**config.mk**
```make
export PLATFORM = sky130hd
export DESIGN_NAME = fifo_wr_arbiter
export DESIGN_NICKNAME = d
export VERILOG_FILES = /design/src/rtl/fifo_wr_arbiter.sv
export SDC_FILE = /design/constraint.sdc
export NUM_CORES = 1
export LEC_CHECK = 0
export ABC_AREA = 0
export CAP_MARGIN = 25
export CORE_UTILIZATION = 32
export CTS_CLUSTER_DIAMETER = 80
export DETAILED_ROUTE_END_ITERATION = 8
export GPL_ROUTABILITY_DRIVEN = 0
export PLACE_DENSITY = 0.84
export SKIP_CTS_REPAIR_TIMING = 1
export SLEW_MARGIN = 20
export SYNTH_ARGS = -nofsm -noshare
export SYNTH_HDL_FRONTEND = slang
export SYNTH_SLANG_ARGS = --single-unit
```
**constraint.sdc**
```tcl
create_clock -name clk -period 2.3 [get_ports clk]
set_input_delay 0.46 -clock clk [delete_from_list [all_inputs] [get_ports clk]]
set_output_delay 0.46 -clock clk [all_outputs]
set_load 0.005 [all_outputs]
```
**src/rtl/fifo_wr_arbiter.sv**
```systemverilog
// Round-robin arbiter sharing one FIFO write port between NUM_REQ producers, with a per-owner burst limit.
// Optional statistics counters are built when FIFO_WR_ARB_STATS_EN is defined.
module fifo_wr_arbiter #(
   parameter int NUM_REQ    = 4,
   parameter int DATA_WIDTH = 8,
   parameter int MAX_BURST  = 4
) (
   input  logic                            clk,
   input  logic                            rst_n,
   input  logic [NUM_REQ-1:0]              req,
   input  logic [NUM_REQ*DATA_WIDTH-1:0]   req_data,
   input  logic                            fifo_full,
`ifdef FIFO_WR_ARB_STATS_EN
   input  logic                            stats_clr,
   output logic [NUM_REQ*16-1:0]           grant_cnt,
   output logic [15:0]                     stall_cnt,
`endif
   output logic [NUM_REQ-1:0]              gnt,
   output logic                            fifo_w_en,
   output logic [DATA_WIDTH-1:0]           fifo_data_in,
   output logic [$clog2(NUM_REQ)-1:0]      owner,
   output logic                            busy
);

   localparam int PTR_W = $clog2(NUM_REQ);
   localparam int BW    = $clog2(MAX_BURST + 1);

   typedef enum logic {IDLE, OWN} state_t;

   state_t           state;
   logic [PTR_W-1:0] rr_ptr;
   logic [BW-1:0]    burst_cnt;

   logic             keep;
   logic             rot_found;
   logic [PTR_W-1:0] rot_idx;
   logic             grant_any;
   logic [PTR_W-1:0] grant_idx;
   int               idx;

   // Search downward so the last hit is the closest requester at or after rr_ptr.
   always_comb begin
      rot_found = 1'b0;
      rot_idx   = '0;
      idx       = 0;
      for (int k = NUM_REQ - 1; k >= 0; k--) begin
         idx = int'(rr_ptr) + k;
         if (idx >= NUM_REQ) idx = idx - NUM_REQ;
         if (req[idx]) begin
            rot_found = 1'b1;
            rot_idx   = PTR_W'(idx);
         end
      end
   end

   always_comb begin
      keep      = (state == OWN) && req[owner] && (burst_cnt < BW'(MAX_BURST));
      grant_any = 1'b0;
      grant_idx = owner;
      if (rst_n && !fifo_full) begin
         if (keep) begin
            grant_any = 1'b1;
            grant_idx = owner;
         end else if (rot_found) begin
            grant_any = 1'b1;
            grant_idx = rot_idx;
         end
      end
   end

   always_comb begin
      gnt          = '0;
      fifo_data_in = '0;
      for (int i = 0; i < NUM_REQ; i++) begin
         if (grant_any && grant_idx == PTR_W'(i)) begin
            gnt[i]       = 1'b1;
            fifo_data_in = req_data[i*DATA_WIDTH +: DATA_WIDTH];
         end
      end
      fifo_w_en = grant_any;
   end

   // A full FIFO freezes every piece of arbitration state.
   always_ff @(posedge clk or negedge rst_n) begin
      if (!rst_n) begin
         state     <= IDLE;
         owner     <= '0;
         rr_ptr    <= '0;
         burst_cnt <= '0;
         busy      <= 1'b0;
      end else if (!fifo_full) begin
         if (keep) begin
            burst_cnt <= burst_cnt + BW'(1);
         end else if (rot_found) begin
            state     <= OWN;
            owner     <= rot_idx;
            burst_cnt <= BW'(1);
            rr_ptr    <= (rot_idx == PTR_W'(NUM_REQ - 1)) ? '0 : rot_idx + PTR_W'(1);
            busy      <= 1'b1;
         end else begin
            state     <= IDLE;
            burst_cnt <= '0;
            busy      <= 1'b0;
         end
      end
   end

`ifdef FIFO_WR_ARB_STATS_EN
   // Saturating counters; a clear in the same cycle as an increment wins.
   always_ff @(posedge clk or negedge rst_n) begin
      if (!rst_n) begin
         grant_cnt <= '0;
         stall_cnt <= '0;
      end else if (stats_clr) begin
         grant_cnt <= '0;
         stall_cnt <= '0;
      end else begin
         for (int i = 0; i < NUM_REQ; i++) begin
            if (gnt[i] && grant_cnt[i*16 +: 16] != 16'hFFFF)
               grant_cnt[i*16 +: 16] <= grant_cnt[i*16 +: 16] + 16'd1;
         end
         if (|req && fifo_full && stall_cnt != 16'hFFFF)
            stall_cnt <= stall_cnt + 16'd1;
      end
   end
`endif

endmodule

```
==> metrics <==
clock slew seen by the registers of the worst setup and hold paths=60 ps; total design power=1680 uW; first-pass GRT wire length=4.64 mm; maximum capacitance violations=0; post-layout minimum cycle time=3010 ps; top area cells in the synthesized netlist=sky130_fd_sc_hd__dfrtp_1 (23%), sky130_fd_sc_hd__a2bb2oi_1 (8.2%), sky130_fd_sc_hd__o2bb2ai_1 (8.2%); final standard cell area without fillers=0.00190 mm2; Placed Cells incl. Taps=210; worst-skew pair later-pin latency=250 ps; fraction of the yosys area taken by sequential cells=23.5%; Overflow after GRT=0; Setup WS pre-CTS=-1240 ps; core box area=0.00250 mm2; number of enable-type register cells in the synthesized netlist=0; f_max=332 MHz; count of nets after finishing=243; warning count from the yosys run=0; critical path data required time=1840 ps; count of H-tree levels built during CTS=1; largest net degree at the start of global routing=10; fin worst setup slack=-709 ps; Cell Area, Placed=0.00165 mm2; path category of the worst min-delay check=in -> async; ANT cells=0; worst r2r path cells=8; endpoint of the worst register-to-register path=owner[0]; tightest slew margin relative to the limit=52.2%; via count of the first global-routing pass=1088; initial antenna violation count=0; worst supply voltage drop on vdd=683 uV; distinct cell type count of the synthesized netlist=36; crit share post-route=131%; number of vias in the routed layout=1311; wire length on met2=2.07 mm; synthesized instance count=102; iteration-0 DRC count of the detailed router=49; cts bufs inserted=3; actual transition at the worst max-transition pin=712 ps; leading area contributor after synthesis=sky130_fd_sc_hd__dfrtp_1; die area=0.00288 mm2; register-to-register path setup slack=380 ps; met3 routed wirelength=266 um; area share of the leading cell type in the synthesized netlist=23.5%; area used by multi-input combinational logic=759 um2; Sequential Area=203 um2; pwr/cell area=883 mW/mm2; via density per instance=5.68; Primary FF master, synth=sky130_fd_sc_hd__dfrtp_1; routed length on met1=1.74 mm; Avg Inst Size Synth=8.37 um2; share of synthesized registers carrying an async set or reset=100%; result of the run=finished with violations; area of the mapped netlist=853 um2; overall routed net length=4.14 mm; std cell rows=18; delay of the slowest cell on the worst path=580 ps; Setup CP Type=in -> out; floorplan die width=53.6 um; layout overhead on the synthesized area=123%; endpoint kind of the worst setup timing path=output pin; estimated wirelength of the detail-placed design=2.62 mm; initial core utilization=34.1%; maximum clock path buffer count=2; nets in the synthesized netlist=142; Seq cells post-synth=8; Sinks on Clock Net=8; CTS Root Buffer Type=sky130_fd_sc_hd__clkbuf_4; DRC violation count after routing=0; post-route non-filler standard cell count=231; critical-path cell with the highest stage delay=sky130_fd_sc_hd__or4_4; overall routing resource usage=22.1%; violated checks=setup timing; cells along the critical path=clkbuf_4 -> or4_4 -> nand2_4 -> nor4_4 -> buf_4 -> a2111oi_4 -> buf_6 -> buf_6 -> buf_4 -> a2bb2oi_2 -> o2bb2ai_1 -> buf_2; Static Leak=0.000871 uW; top layer in use=met4; clock tree from TritonCTS=yes; number of detailed-routing iterations run before antenna repair=4; vertical extent of the die=53.6 um; Final setup violation count=13; Startpoint Class=primary input; filler cell count=172; IO buf count=54; routed len/inst=17.9 um; maximum fanout encountered on the critical timing path=5; max-slew violation total from the final report=0; worst clock skew=1.87 ps; endpoint arrival time on the critical path=2550 ps; unrepaired setup endpoints after global routing=yes; r2r startpoint=owner[0]; antenna viol nets, final=0; proportion of layout cells with a drive suffix above 1=46.3%; Ports=55; total count of hold-check failures in the final report=0
[metrics by stage]
step,util (%),setup TNS [ps],hold slack [ps]
after global placement,66.0,-13380,473
after CTS,66.9,-14220,498
after floorplan,-,-1410,164
after global routing,76.1,-7540,200
final,76.1,-6470,210
after detailed placement,66.0,-14160,483
[worst max-delay path by stage]
stage,cells after the start,slack (ps),from,end
6_report,12,-710,req[1],fifo_data_in[1]
5_1_grt,10,-810,owner[0],fifo_data_in[1]
4_1_cts,9,-1250,req[2],fifo_data_in[4]
3_5_place_dp,9,-1240,req[2],fifo_data_in[4]
3_3_place_gp,9,-1160,req[2],fifo_data_in[1]
2_1_floorplan,6,-170,owner[0],fifo_data_in[0]
[synthesized netlist by cell type, drive strengths merged (2+ instances only)]
cell type  number
nor4            3
dfrtp           8
nand2           9
a2bb2oi         8
mux2i           2
a211oi          2
inv             4
nor3            8
nor2            8
a21oi          12
nand2b          2
nor2b           2
mux2            3
a21o            2
o2bb2ai         8
o21ai           5
buf             2
[cell usage in the layout (no fill, tap or decap), types with 6 or more instances in the layout]
| cell type | count |
|---|---|
| sky130_fd_sc_hd__clkdlybuf4s50_1 | 36 |
| sky130_fd_sc_hd__nor2_1 | 6 |
| sky130_fd_sc_hd__a2bb2oi_2 | 6 |
| sky130_fd_sc_hd__nor3_1 | 8 |
| sky130_fd_sc_hd__buf_2 | 10 |
| sky130_fd_sc_hd__buf_4 | 37 |
| sky130_fd_sc_hd__buf_6 | 8 |
| sky130_fd_sc_hd__dfrtp_1 | 6 |
| sky130_fd_sc_hd__nand2_1 | 8 |
| sky130_fd_sc_hd__o2bb2ai_1 | 8 |
| sky130_fd_sc_hd__a21oi_1 | 12 |
[layer usage]
| layer | global-route usage (%) | vias to the layer above |
|---|---|---|
| li1 | - | 599 |
| met1 | 25.5 | 640 |
| met2 | 40.4 | 62 |
| met3 | 3.11 | 10 |
| met4 | 8.77 | 0 |
| met5 | 0 | - |
[power by group]
group	internal, uW	switching, uW	total, uW
Clock	59.6	46.0	106
Combinational	708	598	1310
Sequential	197	71.0	268
[cells by family after synthesis]
group	share of synthesized area, %
xor+xnor	1.03
flops	23.5
compound gates	41.2
simple gates	23.2
buf+inv	3.37
fa+ha+maj	1.47
mux	6.30
[state kept, by name (all words and copies together) (netlist names)]
name and cells:
rr_ptr 2, state 1, burst_cnt 3, owner 2
[area by class of cell]
type / instances / share of cell area, %
multi-input combinational: 87 / 39.9
inverter: 4 / 0.789
clock buffer: 3 / 1.18
timing repair buffer: 99 / 45.5
sequential: 8 / 10.7
tap: 30 / 1.97
[worst max-delay path: cells and delay by family]
kind	cells	cell delay, ps
AND/OR/NAND/NOR	3	740
AO/OA/AOI/OAI	3	540
buffers and inverters	6	810
(Power assumes the default switching activity.)
